$ cat config.mk
export PLATFORM = sky130hd
export DESIGN_NAME = serial_sub_flat
export DESIGN_NICKNAME = d
export VERILOG_FILES = /design/src/rtl/serial_sub_if.sv /design/src/rtl/serial_sub.sv /design/src/flat_wrapper.sv
export SDC_FILE = /design/constraint.sdc
export NUM_CORES = 1
export LEC_CHECK = 0
export ABC_AREA = 1
export BUFFER_PORTS_ARGS = -buffer_cell sky130_fd_sc_hd__buf_2
export CORE_ASPECT_RATIO = 1.4
export CORE_MARGIN = 2
export CORE_UTILIZATION = 45
export DETAILED_ROUTE_END_ITERATION = 7
export PLACE_DENSITY = 0.66
export SYNTH_ARGS = -nofsm -noshare
export SYNTH_HDL_FRONTEND = slang
export SYNTH_SLANG_ARGS = --single-unit
$ cat constraint.sdc
create_clock -name clk -period 3.6 [get_ports clk]
set_input_delay 0.36 -clock clk [delete_from_list [all_inputs] [get_ports clk]]
set_output_delay 0.36 -clock clk [all_outputs]
set_load 0.05 [all_outputs]
$ cat src/rtl/serial_sub_if.sv
// Handshake and result bundle for the bit-serial subtractor.
interface serial_sub_if #(
  parameter int unsigned WIDTH = 8
) ();
  logic             start;
  logic [WIDTH-1:0] a;
  logic [WIDTH-1:0] b;
  logic             bin;
  logic             busy;
  logic             done;
  logic [WIDTH-1:0] diff;
  logic             bout;
  logic             ovf;

  // Requester side: issues operands, observes status and result
  modport master (
    output start, a, b, bin,
    input  busy, done, diff, bout, ovf
  );

  // Subtractor side: consumes operands, produces status and result
  modport slave (
    input  start, a, b, bin,
    output busy, done, diff, bout, ovf
  );
endinterface

$ cat src/rtl/serial_sub.sv
// Bit-serial subtractor: diff = a - b - bin, one full-subtractor cell per clock, LSB first.
module serial_sub #(
  parameter int unsigned WIDTH = 8
) (
  input  logic      clk,
  input  logic      rst,
  serial_sub_if.slave bus
);

  localparam int unsigned CW = (WIDTH > 1) ? $clog2(WIDTH) : 1;

  typedef enum logic {
    IDLE = 1'b0,
    RUN  = 1'b1
  } state_t;

  state_t           state;
  state_t           state_nxt;

  logic [WIDTH-1:0] op_a;
  logic [WIDTH-1:0] op_b;
  logic [WIDTH-1:0] res;
  logic [CW-1:0]    cnt;
  logic             br;

  logic             busy_q;
  logic             done_q;
  logic [WIDTH-1:0] diff_q;
  logic             bout_q;
  logic             ovf_q;

  logic             accept_c;
  logic             last_c;
  logic             d_c;
  logic             br_nxt_c;

  // Full-subtractor cell on the current LSBs of the working operands
  always_comb begin
    d_c      = op_a[0] ^ op_b[0] ^ br;
    br_nxt_c = (~op_a[0] & op_b[0]) | (br & ~(op_a[0] ^ op_b[0]));
  end

  // State register
  always_ff @(posedge clk or posedge rst) begin
    if (rst) begin
      state <= IDLE;
    end else begin
      state <= state_nxt;
    end
  end

  // Next-state: accept a request when idle, return to idle after the MSB
  always_comb begin
    state_nxt = state;
    accept_c  = 1'b0;
    last_c    = 1'b0;
    case (state)
      IDLE: begin
        if (bus.start) begin
          accept_c  = 1'b1;
          state_nxt = RUN;
        end
      end
      RUN: begin
        if (cnt == CW'(WIDTH - 1)) begin
          last_c    = 1'b1;
          state_nxt = IDLE;
        end
      end
      default: state_nxt = IDLE;
    endcase
  end

  // Operand capture, serial datapath and registered results
  always_ff @(posedge clk or posedge rst) begin
    if (rst) begin
      op_a   <= '0;
      op_b   <= '0;
      res    <= '0;
      cnt    <= '0;
      br     <= 1'b0;
      busy_q <= 1'b0;
      done_q <= 1'b0;
      diff_q <= '0;
      bout_q <= 1'b0;
      ovf_q  <= 1'b0;
    end else begin
      done_q <= 1'b0;
      if (accept_c) begin
        op_a   <= bus.a;
        op_b   <= bus.b;
        br     <= bus.bin;
        cnt    <= '0;
        busy_q <= 1'b1;
      end else if (state == RUN) begin
        op_a <= op_a >> 1;
        op_b <= op_b >> 1;
        br   <= br_nxt_c;
        res  <= {d_c, res[WIDTH-1:1]};
        cnt  <= cnt + CW'(1);
        if (last_c) begin
          // br here is the borrow into the MSB cell
          diff_q <= {d_c, res[WIDTH-1:1]};
          bout_q <= br_nxt_c;
          ovf_q  <= br ^ br_nxt_c;
          done_q <= 1'b1;
          busy_q <= 1'b0;
        end
      end
    end
  end

  assign bus.busy = busy_q;
  assign bus.done = done_q;
  assign bus.diff = diff_q;
  assign bus.bout = bout_q;
  assign bus.ovf  = ovf_q;

endmodule

$ cat src/flat_wrapper.sv
// flat-port wrapper written by rule: the top's interface ports become plain ports
module serial_sub_flat 
#(
  parameter int unsigned WIDTH = 8
)
  (clk, rst, bus_start, bus_a, bus_b, bus_bin, bus_busy, bus_done, bus_diff, bus_bout, bus_ovf);
  serial_sub_if #(.WIDTH(WIDTH)) bus_i ();
  input  logic clk;
  input  logic rst;
  input wire logic [$bits(bus_i.start)-1:0] bus_start;
  input wire logic [$bits(bus_i.a)-1:0] bus_a;
  input wire logic [$bits(bus_i.b)-1:0] bus_b;
  input wire logic [$bits(bus_i.bin)-1:0] bus_bin;
  output wire logic [$bits(bus_i.busy)-1:0] bus_busy;
  output wire logic [$bits(bus_i.done)-1:0] bus_done;
  output wire logic [$bits(bus_i.diff)-1:0] bus_diff;
  output wire logic [$bits(bus_i.bout)-1:0] bus_bout;
  output wire logic [$bits(bus_i.ovf)-1:0] bus_ovf;
  assign bus_i.start = bus_start;
  assign bus_i.a = bus_a;
  assign bus_i.b = bus_b;
  assign bus_i.bin = bus_bin;
  assign bus_busy = bus_i.busy;
  assign bus_done = bus_i.done;
  assign bus_diff = bus_i.diff;
  assign bus_bout = bus_i.bout;
  assign bus_ovf = bus_i.ovf;
  serial_sub #(.WIDTH(WIDTH)) u_core (.clk(clk), .rst(rst), .bus(bus_i));
endmodule
# --- Yosys cells after proc, flatten, opt, wreduce, memory -nomap -nowiden ---
# Cells that the tools add are included.
totals:
  register_bits: 41
  latchBits: 0
  ramBits: 0
  rom_bits: 0
  inputBits: 20
  out_inout_bits: 12
  wordCells: 48
  mem_count: 0
classes:
  addsub: 1
  mul: 0
  div: 0
  n_lt_le_gt_ge: 0
  n_eq_ne: 1
  shifts: 0
  mux: 20
  bitwise_logic: 10
  reduce_logical: 5
op_table:
  columns: ["op", "n"]
  rows:
  - ["8-bit two-way mux", 4]
  - ["1-bit two-way mux", 13]
  - ["3-bit two-way mux", 2]
  - ["1-bit inverter", 4]
  - ["2-bit AND reduction", 2]
  - ["2-bit nonzero test", 2]
  - ["3-bit by 1-bit adder with 3-bit output, second input constant", 1]
  - ["3-bit equality test, second input constant", 1]
  - ["3-bit AND reduction", 1]
  - ["1-bit bitwise XOR", 3]
  - ["1-bit AND", 2]
  - ["1-bit one-hot mux with 2 select lines", 1]
  - ["1-bit bitwise OR", 1]

# --- Logic depth before layout (Yosys ltp) ---
logic_depth:
  word_depth: 6
  ltp_mapped: 7
  depth_no_buf: 7

# --- Worst setup path before layout ---
# OpenSTA, ideal clock, no wires.
synth_timing:
  path_type: "flip-flop to flip-flop"
  from: "reg u_core.cnt[0]"
  to: "reg u_core.diff_q[7], in the netlist u_core.bus.diff[7]"
  setup_time_ps: 66
  arrival_ps: 1156
  required_time_ps: 3534
  setup_slack_ps: 2378
  path_stages_with_launch: 7
  path_buffers: 1
  synth_period_minus_slack_ps: 1222
  path_cell_list: "dfrtp_1 -> ha_1 -> ha_1 -> nand2_4 -> buf_6 -> nand2_1 -> nand2_1"
synth_between:
  elab_chain_cells: 4
synth_lines:
  columns: ["element", "line", "rtl"]
  rows:
  - ["start: declaration", "serial_sub.sv:23", "logic [CW-1:0] cnt;"]
  - ["start signal: assignment", "serial_sub.sv:100", "cnt <= cnt + CW'(1);"]
  - ["3-bit equality test", "serial_sub.sv:65", "if (cnt == CW'(WIDTH - 1)) begin"]
  - ["1-bit two-way mux", "serial_sub.sv:65", null]
  - ["1-bit two-way mux", "serial_sub.sv:57", "case (state)"]
  - ["3-bit AND reduction (no line)", null, null]
  - ["end signal: assignment", "serial_sub.sv:103", "diff_q <= {d_c, res[WIDTH-1:1]};"]
  - ["end: declaration", "serial_sub.sv:28", "logic [WIDTH-1:0] diff_q;"]
# No other way between the ends.
# A chain may end at the register's enable or synchronous reset.

# --- Worst setup path in the final report ---
layout_timing:
  from: "reg u_core.state"
  to: "reg u_core.op_a[6]"
layout_between:
  elab_chain_cells: 2
  word_cells_on_any_way: 3
  cone_classes: "mux: 2; reduce/logical: 1"
layout_lines:
  columns: ["element", "line", "rtl"]
  rows:
  - ["start: declaration", "serial_sub.sv:17", "state_t state;"]
  - ["start signal: assignment", "serial_sub.sv:48", "state <= state_nxt;"]
  - ["1-bit two-way mux", "serial_sub.sv:57", null]
  - ["8-bit two-way mux or 2-bit nonzero test (tied branches)", null, null]
  - ["end signal: assignment", "serial_sub.sv:90", "op_a <= bus.a;"]
  - ["end signal: assignment", "serial_sub.sv:96", "op_a <= op_a >> 1;"]
  - ["end: declaration", "serial_sub.sv:20", "logic [WIDTH-1:0] op_a;"]
# Several ways; a longest one is shown, not always the timed one.

==> impl_metrics.yaml <==
run_status:
  status: "finished clean"
timing:
  finalMaxSlewViolations: 0
  final-setup-viol-count: 0
  fin_crit_ns: 1.50
  rsz0062_at_grt: "no"
  worst_pin_slew_ns: 1.08
  fin_ws_ns: 2.10
  tns_ns: 0
  fmax_mhz: 665
  finalCritPeriodShare: 0.417
  max_slew_margin: 0.276
  finalHoldViolCount: 0
  clock-skew-final_ns: 0.00544
synth:
  post-synth-top-area-cell: "dfrtp_1"
  synth.top_cell.area_share: 0.581
  synthesis.area_mm2: 0.00172
  ys_ff_latch: 40
  syn_avg_cell_area_um2: 9.36
  synth_cell_types: 18
  ys_seq_area_frac: 0.581
  netlist_instances: 184
  netlist_top_cells_area: "dfrtp_1 (58%), nand2_1 (14%), nand3_1 (9.3%)"
  synth-warning-count: 0
  synth_nets: 207
setup_path:
  regToRegStartpoint: "u_core.state$_DFF_PP0_"
  critPathKind: "register to register"
  cp_cell_sequence: "buf_4, nor2_4, nand2_1, nand3_1"
  crit_required_ns: 3.83
  crit_fanout: 21
  crit_slowest_cell: "dfrtp_1"
  critPathLaunchType: "register"
  rrSetupSlack_ns: 2.10
  worst-r2r-cell-count: 4
  path_delay_family: "flip-flops"
  max_stage_delay_ns: 0.58
  crit_arrival_ns: 1.73
  path_buf_inv: 1
  cp-end-kind: "register"
  timing.rr.end: "u_core.op_a[6]$_DFFE_PP0P_"
clock_network:
  clockBufferDepth: 2
  root_buffer: "clkbuf_8"
  clk_pin_slew_ns: 0.08
  cts_buffers: 5
  clock-sinks: 40
  clock_latency_ns: 0.29
  cts_resized: 0
  cts_tree: "built"
  cts_hold_buf: 0
  post_cts.repair.setup_buffers: 0
  h-tree-depth: 2
power:
  powerDensity_mw_per_mm2: 978
  leakage_uw: 0.00108
  peakVddDrop_uv: 499
place:
  place.port_buffers: 31
  pre_cts_slack_ns: 2.10
  place.gp.congestion: 0.701
  dp.final_hpwl_mm: 2.00
global_routing:
  gr-max-usage-layer: "met2"
  grt_pass1_vias: 1184
  gr-usage-all-layers: 0.152
  met1_usage: 0.198
  use_met2: 0.238
  grt_pass1_wl_mm: 5.20
  antenna_found_initial: 0
  overflow: 0
  grt_max_degree: 31
  met3_usage: 0.0472
die:
  num_io_pins: 32
  die_h_um: 77.2
  std_cell_rows: 26
  initial_core_util: 0.469
  die_w_um: 56.3
  core_area_mm2: 0.00368
  die_area_mm2: 0.00435
detailed_routing:
  viasPerCell: 4.90
  drt-wirelength-per-cell_um: 11.1
  totalWireLength_mm: 2.86
  dr.pass1.iters: 4
  drtIter0Drc: 58
  dr_total_vias: 1260
  drc_errors: 0
  ant_nets: 0
cells_and_area:
  register_area_mm2: 0.00100
  fin_nets: 237
  num_antenna_cells: 0
  multi_input_area_um2: 594
  layout_common_cells: "nand2_1 (65), dfrtp_1 (40), nand3_1 (32), buf_2 (31), inv_1 (11)"
  nFillCells: 349
  areaGrowthSynthToFinish_pct: 17.7
  final_util: 0.552
  drive_gt1_frac: 0.247
  final_common_cell: "nand2_1"
worst_hold_path:
  worstHoldPathCells: 3
  whs_endpoint: "u_core.op_a[7]$_DFFE_PP0P_"
  hold_start: "bus_a[7]"
  min_path_type: "primary input to register"
flow_run:
  drv_cap: 0
-- synth_stat cells --
library cell,n
o21ai_2,8
o21ai_0,7
buf_4,3
dfrtp_1,40
nand2_1,65
buf_2,4
nor2_4,1
nand3_1,32
fa_1,1
a21oi_1,1
nand2_4,1
inv_4,1
inv_1,11
ha_1,2
nor2_1,2
inv_2,1
buf_6,3
o21ai_1,1
-- worst min-delay path, cell delays in order --
cell     delay (ns)
buf_2          0.07
nand3_1        0.06
nand2_1        0.06
-- how the worst max path moves through the flow --
stage                                 startpoint                          end  slack [ns]  depth (start not counted)
final                     u_core.state$_DFF_PP0_   u_core.op_a[6]$_DFFE_PP0P_        2.10                          4
after global routing      u_core.state$_DFF_PP0_   u_core.op_a[0]$_DFFE_PP0P_        1.95                          4
after CTS                 u_core.state$_DFF_PP0_   u_core.op_b[1]$_DFFE_PP0P_        2.09                          4
after detailed placement                     rst  u_core.bus.busy$_DFFE_PP0P_        2.10                          3
after global placement                       rst    u_core.cnt[1]$_DFFE_PP0P_        2.09                          3
after floorplan                              rst        u_core.br$_DFFE_PP0P_        2.32                          1
-- per-layer routing --
metal	vias up	share of wire
li1	643	-
met1	581	0.47
met2	30	0.46
met3	6	0.053
met4	0	0.017
met5	-	0
-- cells by family (layout without fill, tap and decap cells) --
| family | count (synthesis) | after routing | synth area share |
|---|---|---|---|
| buffers and inverters | 23 | 54 | 0.0741 |
| adders and majority gates | 3 | 3 | 0.0261 |
| AOI/OAI and AO/OA | 17 | 17 | 0.0668 |
| and+or+nand+nor | 101 | 101 | 0.252 |
| DFF | 40 | 40 | 0.581 |
-- area by class of cell --
cell class | count | area share
sequential | 40 | 0.494
multi-input combinational | 121 | 0.293
timing repair buffer | 33 | 0.0839
clock inverter | 3 | 0.0444
clock buffer | 5 | 0.0339
tap | 42 | 0.0259
inverter | 13 | 0.0253
-- sequential cells by signal (all words and copies together) (netlist names) --
register         count
u_core.bus.done      1
u_core.bus.ovf       1
u_core.bus.diff      8
u_core.bus.bout      1
u_core.bus.busy      1
u_core.op_b          8
u_core.cnt           3
u_core.op_a          8
u_core.res           7
u_core.state         1
u_core.br            1
-- stage by stage --
stage,power (uW),cells,cell area (um^2),hold WS (ns)
floorplan,1370,184,1720,0.442
global placement,1490,249,1870,0.458
detailed placement,1500,249,1870,0.459
CTS,2010,257,2030,0.294
global route,2140,257,2030,0.306
finish,1980,257,2030,0.292
-- report_power, final --
part	switching, uW	internal (uW)
clock network	155	347
registers	114	639
logic	511	218
Power figures use the tool's default switching activity.
